## src/rtl/modulo_updown_counter.sv

```systemverilog
// Modulo-N up/down counter with tick-gated stepping, synchronous clear/load,
// and registered carry/borrow pulses so stages can be chained carry -> tick.
module modulo_updown_counter #(
  parameter int BITS     = 8,
  parameter int MODULUS  = 60,
  parameter bit SATURATE = 1'b0
) (
  input  logic            clk,
  input  logic            rst,
  input  logic            start,
  input  logic            forward,
  input  logic            tick,
  input  logic            clear,
  input  logic            load,
  input  logic [BITS-1:0] load_value,
  output logic [BITS-1:0] number,
  output logic            carry,
  output logic            borrow,
  output logic            at_limit
);

  generate
    if (MODULUS < 2 || MODULUS > (2 ** BITS)) begin : g_bad_modulus
      $error("modulo_updown_counter: MODULUS must be within 2..2**BITS");
    end
  endgenerate

  // Everything is compared one bit wider so MODULUS == 2**BITS is representable.
  localparam logic [BITS:0] MOD_W = (BITS+1)'(MODULUS);
  localparam logic [BITS:0] MAX_W = (BITS+1)'(MODULUS - 1);
  localparam logic [BITS:0] ONE_W = (BITS+1)'(1);

  logic [BITS-1:0] number_q, number_d;
  logic            carry_q,  carry_d;
  logic            borrow_q, borrow_d;

  logic [BITS:0] num_ext, inc_ext, dec_ext, load_ext;
  logic          step, wrap_up, wrap_dn;

  always_comb begin
    num_ext  = {1'b0, number_q};
    inc_ext  = num_ext + ONE_W;
    dec_ext  = num_ext - ONE_W;
    load_ext = {1'b0, load_value};
    step     = start & tick;
    wrap_up  = (inc_ext == MOD_W);
    // Decrementing zero borrows out of the extension bit.
    wrap_dn  = dec_ext[BITS];

    number_d = number_q;
    carry_d  = 1'b0;
    borrow_d = 1'b0;

    if (clear) begin
      number_d = '0;
    end else if (load) begin
      number_d = (load_ext >= MOD_W) ? MAX_W[BITS-1:0] : load_value;
    end else if (step) begin
      if (forward) begin
        if (!wrap_up) begin
          number_d = inc_ext[BITS-1:0];
        end else if (!SATURATE) begin
          number_d = '0;
          carry_d  = 1'b1;
        end
      end else begin
        if (!wrap_dn) begin
          number_d = dec_ext[BITS-1:0];
        end else if (!SATURATE) begin
          number_d = MAX_W[BITS-1:0];
          borrow_d = 1'b1;
        end
      end
    end
  end

  always_ff @(posedge clk or negedge rst) begin
    if (!rst) begin
      number_q <= '0;
      carry_q  <= 1'b0;
      borrow_q <= 1'b0;
    end else begin
      number_q <= number_d;
      carry_q  <= carry_d;
      borrow_q <= borrow_d;
    end
  end

  assign number   = number_q;
  assign carry    = carry_q;
  assign borrow   = borrow_q;
  assign at_limit = forward ? (num_ext == MAX_W) : (number_q == '0);

endmodule

```

## config.mk

```make
export PLATFORM = sky130hd
export DESIGN_NAME = modulo_updown_counter
export DESIGN_NICKNAME = d
export VERILOG_FILES = /design/src/rtl/modulo_updown_counter.sv
export SDC_FILE = /design/constraint.sdc
export NUM_CORES = 1
export LEC_CHECK = 0
export ABC_AREA = 0
export CAP_MARGIN = 25
export CORE_AREA = 2 2 50 52
export DETAILED_ROUTE_END_ITERATION = 10
export DIE_AREA = 0 0 52 54
export PLACE_DENSITY = 0.86
export SLEW_MARGIN = 20
export SYNTH_ARGS = -nofsm -noshare
export SYNTH_HDL_FRONTEND = slang
export SYNTH_SLANG_ARGS = --single-unit
```

## constraint.sdc

```tcl
create_clock -name clk -period 3.8 [get_ports clk]
set_input_delay 1.14 -clock clk [delete_from_list [all_inputs] [get_ports clk]]
set_output_delay 1.14 -clock clk [all_outputs]
set_load 0.02 [all_outputs]
```

==> Word level (Yosys, flattened, before mapping) <==
Index checks and enable logic that the tools add are counted.
{ "classes": {"div": 0, "magnitude_cmp": 1, "mux": 18, "addsub": 2, "n_shift": 0, "n_mul": 0, "eq_ne": 2, "n_bitwise": 1, "n_reduce_logical": 2} }
{ "op_table": {"columns": ["cell", "n"], "rows": [
  ["8-bit 2-to-1 mux", 7],
  ["1-bit 2-to-1 mux", 11],
  ["8-bit by 1-bit adder with 9-bit output, second input constant", 1],
  ["9-bit by 6-bit == test with 1-bit output, second input constant", 1],
  ["8-bit by 1-bit subtractor with 9-bit output, second input constant", 1],
  ["8-bit by 6-bit == test with 1-bit output, second input constant", 1],
  ["8-bit by 6-bit >= comparator with 1-bit output, second input constant", 1],
  ["8-bit logical NOT", 1],
  ["3-bit nonzero test", 1],
  ["1-bit AND", 1]
]} }
{ "word_totals": {"romBits": 0, "memories": 0, "word_cells": 29, "latch_bits": 0, "output_inout_bits": 11, "reg_bits": 10, "ramBits": 0} }

==> Logic depth before layout (Yosys ltp) <==
Gate-level depths: netlist of the first run.
{ "depth": {"word_depth": 7, "ltp_mapped": 8, "depth_no_buf": 7} }

==> Least setup slack after synthesis of the first run <==
OpenSTA, ideal clock, no wires.
{ "synth_timing": {"path_kind": "input -> output", "start": "input port forward", "end": "output port at_limit", "slack_ns": 0.043, "path_stages": 4, "required_ns": 2.660, "path_buffers": 0, "arrival_time_ns": 2.617, "path_cell_list": "or4_2 nor2_1 o2bb2a_1 nor3_1"} }
{ "synth_via": {"elab_chain_cells": 1} }
{ "synth_lines": {"columns": ["item", "line", "text"], "rows": [
  ["from (decl)", "11", "input logic forward,"],
  ["1-bit 2-to-1 mux", "92", "assign at_limit = forward ? (num_ext == MAX_W) : (number_q == '0);"],
  ["to (decl)", "19", "output logic at_limit"]
]} }
No other way between the ends.

==> Final worst setup path of the first run <==
Same ends and word-level chain as after synthesis.

==> results of run 1 <==
cells by family after synthesis:
logic type | Yosys count
mux | 2
simple gates | 48
xor+xnor | 6
fa+ha+maj | 4
compound gates | 37
buf+inv | 13
flops | 10
through the flow:
stage          total power (W)  hold slack [ps]  cell area [sq um]
2_1_floorplan         0.000232              740               1030
3_3_place_gp          0.000287              684               1270
3_5_place_dp          0.000293              682               1270
4_1_cts               0.000389              706               1310
5_1_grt               0.000413              745               1320
6_report              0.000391              721               1320
sequential cells by signal, indices dropped and copies added, names as in the netlist:
register and count:
borrow 1, number 8, carry 1
layer usage:
| metal | GRT usage [%] | up-vias |
|---|---|---|
| li1 | - | 510 |
| met1 | 25.5 | 511 |
| met2 | 40.5 | 53 |
| met3 | 3.33 | 2 |
| met4 | 7.02 | 0 |
| met5 | 0 | - |
power by group through the flow:
stage	clock network (W)	registers (W)	logic (W)
floorplan	0	0.000136	0.0000956
global placement	0	0.000134	0.000153
detailed placement	0	0.000135	0.000158
CTS	0.0000950	0.000134	0.000160
global route	0.000103	0.000136	0.000174
finish	0.0000946	0.000134	0.000162
how the worst min path moves through the flow:
stage | to | startpoint | depth (start not counted) | slack [ps]
after detailed placement | number[2]$_DFFE_PN0P_ | number[2]$_DFFE_PN0P_ | 3 | 680
after floorplan | number[4]$_DFFE_PN0P_ | number[4]$_DFFE_PN0P_ | 3 | 740
after global routing | number[7]$_DFFE_PN0P_ | number[7]$_DFFE_PN0P_ | 1 | 740
final | number[7]$_DFFE_PN0P_ | number[7]$_DFFE_PN0P_ | 1 | 720
after CTS | number[7]$_DFFE_PN0P_ | number[7]$_DFFE_PN0P_ | 1 | 710
after global placement | number[2]$_DFFE_PN0P_ | number[2]$_DFFE_PN0P_ | 3 | 680
critical path, cell delays in order:
cell,delay (ps)
dlygate4sd2_1,250
or4_4,510
nor2_4,140
o2bb2a_1,230
nor3_1,130
buf_4,170
repair_timing:
action                                  in CTS  in global routing
endpoints found under the setup margin       1                  1
pin swaps                                    2                  0
gates resized for setup                      9                  1
area by class of cell:
cell class                      count  area [sq um]  area share, %
Clock buffer                        4          36.3           2.76
Inverter                            5          18.8           1.43
Multi-Input combinational cell     97           673           51.2
Sequential cell                    10           250           19.0
Tap cell                           30          37.5           2.85
Timing Repair Buffer               32           299           22.7
layout by cell type, fill, tap and decap left out, drive strengths merged, types with 2 or more instances in the layout:
| cell type | synthesis | final |
|---|---|---|
| clkdlybuf4s50 | 0 | 23 |
| xnor2 | 2 | 2 |
| buf | 3 | 8 |
| ha | 4 | 4 |
| nor2b | 2 | 2 |
| o31ai | 3 | 3 |
| a211o | 2 | 2 |
| and3b | 2 | 2 |
| o21ai | 10 | 10 |
| nand3 | 5 | 5 |
| nand4 | 3 | 3 |
| inv | 5 | 5 |
| dfrtp | 10 | 10 |
| clkbuf | 5 | 4 |
| nand2 | 5 | 5 |
| xor2 | 4 | 4 |
| a221o | 2 | 2 |
| a21oi | 7 | 7 |
| nor3 | 8 | 8 |
| nor2 | 15 | 15 |
| a32oi | 2 | 2 |
==> impl_metrics.tcl, run 1 <==
set metrics [dict create \
    status "finished, final reports clean" \
    hp-class "reg2reg" \
    synth_xor_area_share_pct 5.11 \
    p_sw_share_pct 36.0 \
    synthTopCellsByCount "nor2_1, dfrtp_1, o21ai_0" \
    reg2regPathDepth 7 \
    numCtsBuffers 3 \
    layout-drive-gt1-share_pct 12.8 \
    avgSynthCellArea_sq_um 8.57 \
    synth_top_area_cell "dfrtp_1" \
    reg2reg_slack_ps 1300 \
    cts_buffer_depth 2 \
    r2r_end "number[3]$_DFFE_PN0P_" \
    start_util_pct 44.3 \
    port_buffers 25 \
    power_switching_w 0.000140 \
    ant_nets 0 \
    wl_mm 2.83 \
    coreArea_sq_um 2320 \
    highest_layer "met4" \
    syn_inst 120 \
    drc 0 \
    synthesis.area_sq_um 1030 \
    die_w_um 52 \
    io_pins 26 \
    viasPerCell 6.04 \
    drt_iter0_drc 33 \
    worstSetupPathType "in2out" \
    cp.required_ps 2660 \
    fillCellCount 226 \
    antenna_cells 0 \
    grt_max_degree 14 \
    syn2layout_area_growth_pct 27.9 \
    finalHoldViolCount 0 \
    ys.flop_type "dfrtp_1" \
    yosysTopAreaCellShare_pct 24.3 \
    grt_pass1_vias 1062 \
    seqPwrFrac_pct 34.4 \
    synth.most_common_cell "nor2_1" \
    first_pass_iters 5 \
    synth-seq-area-share_pct 24.3 \
    cp-endpoint "at_limit" \
    startpoint "forward" \
    worst_pin_slew_ps 480 \
    dpl_worst_slack_ps -754 \
    drv_slew 0 \
    finalSetupViolCount 0 \
    synth-simple-area-share_pct 26.0 \
    irDropWorstVdd_mv 0.216 \
    met2_length_mm 1.44 \
    cts_tree "done" \
    p_comb_share_pct 41.4 \
    leakage_nw 0.521 \
    vias 1076 \
    gp_congestion 0.897 \
    drt-met1-wl_mm 1.19 \
    clockRootBuffer "clkbuf_4" \
    rows 18 \
    power.internal_w 0.000250 \
    yosysWarnings 0 \
    dp_hpwl_mm 2.16 \
    post-route-util_pct 56.7 \
    clock_latency_ps 260 \
    grt_pass1_wl_mm 4.63 \
    synth-seq-cells 10 \
    wl_met3_um 189 \
    crit_fanout 2 \
    start_kind "input port" \
    final_nets 168 \
    layoutNonFillerInstCount 178 \
    async_flop_share_pct 100 \
    synth_compound_area_share_pct 26.4 \
    powerDensity_nw_per_um2 297 \
    synth_fa_ha_area_share_pct 4.87 \
    synth_enable_flop_cells 0 \
    rsz0062_at_grt "false" \
    cp.arrival_ps 2570 \
    syn_nets 139 \
    post-cts-setup-buffer-count 0 \
    cap_violations 0 \
    cts_hold_buf 0 \
    cp-end-kind "output port" \
    setup_tns_ps 0 \
    fmax_mhz 270 \
    cts.sinks 10 \
    min_period_over_period_pct 97.6 \
    placed_cells 174 \
    groute.usage.overall_pct 21.8 \
    skew_ps 1.03 \
    yosys-top-cells-area "dfrtp_1, clkbuf_8, nor2_1" \
    antenna_found_initial 0 \
    pwr-share-clk_pct 24.2 \
    relSlewSlack_pct 68.0 \
    synthDistinctLibCells 45 \
    grt_overflow 0 \
    htree_levels 1 \
    wire_per_inst_um 15.9 \
    fin_ws_ps 89.7 \
    synth_mux_area_share_pct 2.07 \
    r2r-start "number[0]$_DFFE_PN0P_" \
    clk_pin_slew_worst_paths_ps 70 \
    timing.final.crit_period_ps 3710 \
    die_area_sq_um 2810 \
    synth_top_family_by_area "compound AO/OA/AOI/OAI gates" \
    die_h_um 54 \
]
Power figures use the tool's default switching activity.
==> run 2, diff against run 1 <==
Settings changed: CELL_PAD_IN_SITES_DETAIL_PLACEMENT set to 0, CELL_PAD_IN_SITES_GLOBAL_PLACEMENT set to 2, CORE_AREA 2 2 50 52 to 2 2 64 66, DIE_AREA 0 0 52 54 to 0 0 66 68, PLACE_DENSITY 0.86 to 0.87.
==> impl_metrics.tcl, run 2 (synthesized netlist as in run 1, its figures left out) <==
set metrics [dict create \
    start_util_pct 26.7 \
    rows 23 \
    crit_fanout 2 \
    cts_buffer_depth 2 \
    worst_pin_slew_ps 530 \
    grt_use_met1_pct 19.1 \
    finalSetupViolCount 0 \
    ant_nets 0 \
    placed_cells 196 \
    finalHoldViolCount 0 \
    cp-end-kind "flip-flop" \
    cp_slowest_cell "a32oi_2" \
    groute.usage.overall_pct 15.1 \
    htree_levels 1 \
    layoutNonFillerInstCount 213 \
    hp-class "reg2reg" \
    dpl_cell_area_sq_um 1310 \
    irDropWorstVdd_mv 0.136 \
    min_period_over_period_pct 97.6 \
    fin_area_sq_um 1490 \
    power_switching_w 0.000153 \
    power.internal_w 0.000303 \
    wire_per_inst_um 14.7 \
    die_area_sq_um 4490 \
    first_pass_iters 4 \
    port_buffers 25 \
    hold_ws_ps 690 \
    timing.final.crit_period_ps 3710 \
    antenna_cells 0 \
    dp_hpwl_mm 2.25 \
    relSlewSlack_pct 64.7 \
    reg2reg_slack_ps 730 \
    grt_overflow 0 \
    vias 1126 \
    viasPerCell 5.29 \
    cp.required_ps 3980 \
    worstSetupPathType "in2reg" \
    powerDensity_nw_per_um2 306 \
    io_pins 26 \
    cp.arrival_ps 3880 \
    cts_hold_buf 0 \
    wl_mm 3.14 \
    die_w_um 66 \
    slowest_delay_ps 250 \
    antenna_found_initial 0 \
    grt_pass1_wl_mm 5.23 \
    skew_ps 0.567 \
    final_common_cell "clkdlybuf4s50_1" \
    layout-drive-gt1-share_pct 22.1 \
    drc 0 \
    seqPwrFrac_pct 28.6 \
    clockRootBuffer "clkbuf_8" \
    coreArea_sq_um 3860 \
    met3_usage_pct 3.62 \
    start_kind "input port" \
    cts_tree "done" \
    clk_pin_slew_worst_paths_ps 50 \
    grt.busiest_layer "met2" \
    drt_iter0_drc 58 \
    leakage_nw 0.613 \
    gp_congestion 0.829 \
    post-route-util_pct 38.7 \
    cap_violations 0 \
    die_h_um 68 \
    syn2layout_area_growth_pct 45.0 \
    drv_slew 0 \
    largest_reg_flops 8 \
    rsz0062_at_grt "false" \
    final_cell_mix "clkdlybuf4s50_1, buf_4, nor2_1" \
    fmax_mhz 270 \
    clock_latency_ps 230 \
    numCtsBuffers 3 \
    status "finished, final reports clean" \
    final_nets 183 \
    cp_cell_sequence "dlygate4sd2_1 -> or4_4 -> nor2_4 -> buf_4 -> buf_4 -> buf_4 -> buf_4 -> buf_4 -> buf_4 -> buf_4 -> buf_4 -> buf_4 -> buf_4 -> buf_4 -> buf_4 -> buf_4 -> buf_4 -> a32oi_2 -> nor4bb_4 -> a211o_1" \
    setup_tns_ps 0 \
    grt_max_degree 14 \
    p_comb_share_pct 41.9 \
    grtUsageMet2_pct 26.1 \
    cts.sinks 10 \
    pwr-share-clk_pct 29.5 \
    grt_pass1_vias 1063 \
    p_sw_share_pct 33.6 \
    crit_top_cell "buf_4" \
]
## run 2: changes by cell type in the layout (fill, tap and decap cells not counted)
| cell | change |
|---|---|
| buf_4 | +14 |
| clkbuf_8 | +3 |
| nor4bb_4 | +1 |
| buf_2 | +1 |
| a32oi_1 | -1 |
| a32oi_2 | +1 |
| nor4bb_1 | -1 |
| clkbuf_4 | -3 |
## run 2: final cells by class
cell class              instances  area (sq um)
fillers                       422          2360
clock buffers                   4          55.1
repair buffers                 47           409
well taps                      50          62.6
inverters                       5          18.8
multi-input cells              97           696
flip-flops and latches         10           250
## run 2: worst max-delay path, delay by kind of cell
kind | cells | cell delay, ps
AO/OA/AOI/OAI | 2 | 380
buffers and inverters | 15 | 1940
AND/OR/NAND/NOR | 3 | 440
## run 2: repair_timing
| action | 4_1_cts | 5_1_grt |
|---|---|---|
| setup endpoints to repair | 1 | 2 |
| pin swaps | 2 | 2 |
| gates resized for setup | 10 | 2 |
| buffers inserted | 13 | 0 |
## run 2: per-layer routing
metal | up-vias | routed length (um)
met4 | 0 | 36
met2 | 55 | 1570
met1 | 528 | 1340
li1 | 539 | -
met3 | 4 | 195
met5 | - | 0
## run 2: final timing paths
path | from | to | cells past startpoint
max reg2reg | number[5]$_DFFE_PN0P_ | number[7]$_DFFE_PN0P_ | 18
min | number[3]$_DFFE_PN0P_ | number[3]$_DFFE_PN0P_ | 3
min reg2reg | number[3]$_DFFE_PN0P_ | number[3]$_DFFE_PN0P_ | 3
max in group asynchronous | rst | number[3]$_DFFE_PN0P_ | 1
min in group asynchronous | rst | carry$_DFF_PN0_ | 1
max | forward | number[7]$_DFFE_PN0P_ | 20
## run 2: power groups by stage
stage               Sequential [W]  Clock (W)  Combinational (W)
finish                    0.000131   0.000135           0.000191
global route              0.000132   0.000143           0.000208
CTS                       0.000130   0.000137           0.000186
detailed placement        0.000130          0           0.000164
global placement          0.000130          0           0.000163
floorplan                 0.000136          0          0.0000956
## run 2: stage by stage
step           power (W)  setup slack (ps)
3_3_place_gp    0.000293              -675
4_1_cts         0.000452              26.3
3_5_place_dp    0.000295              -709
5_1_grt         0.000482              20.7
6_report        0.000456              93.1
2_1_floorplan   0.000232              42.9
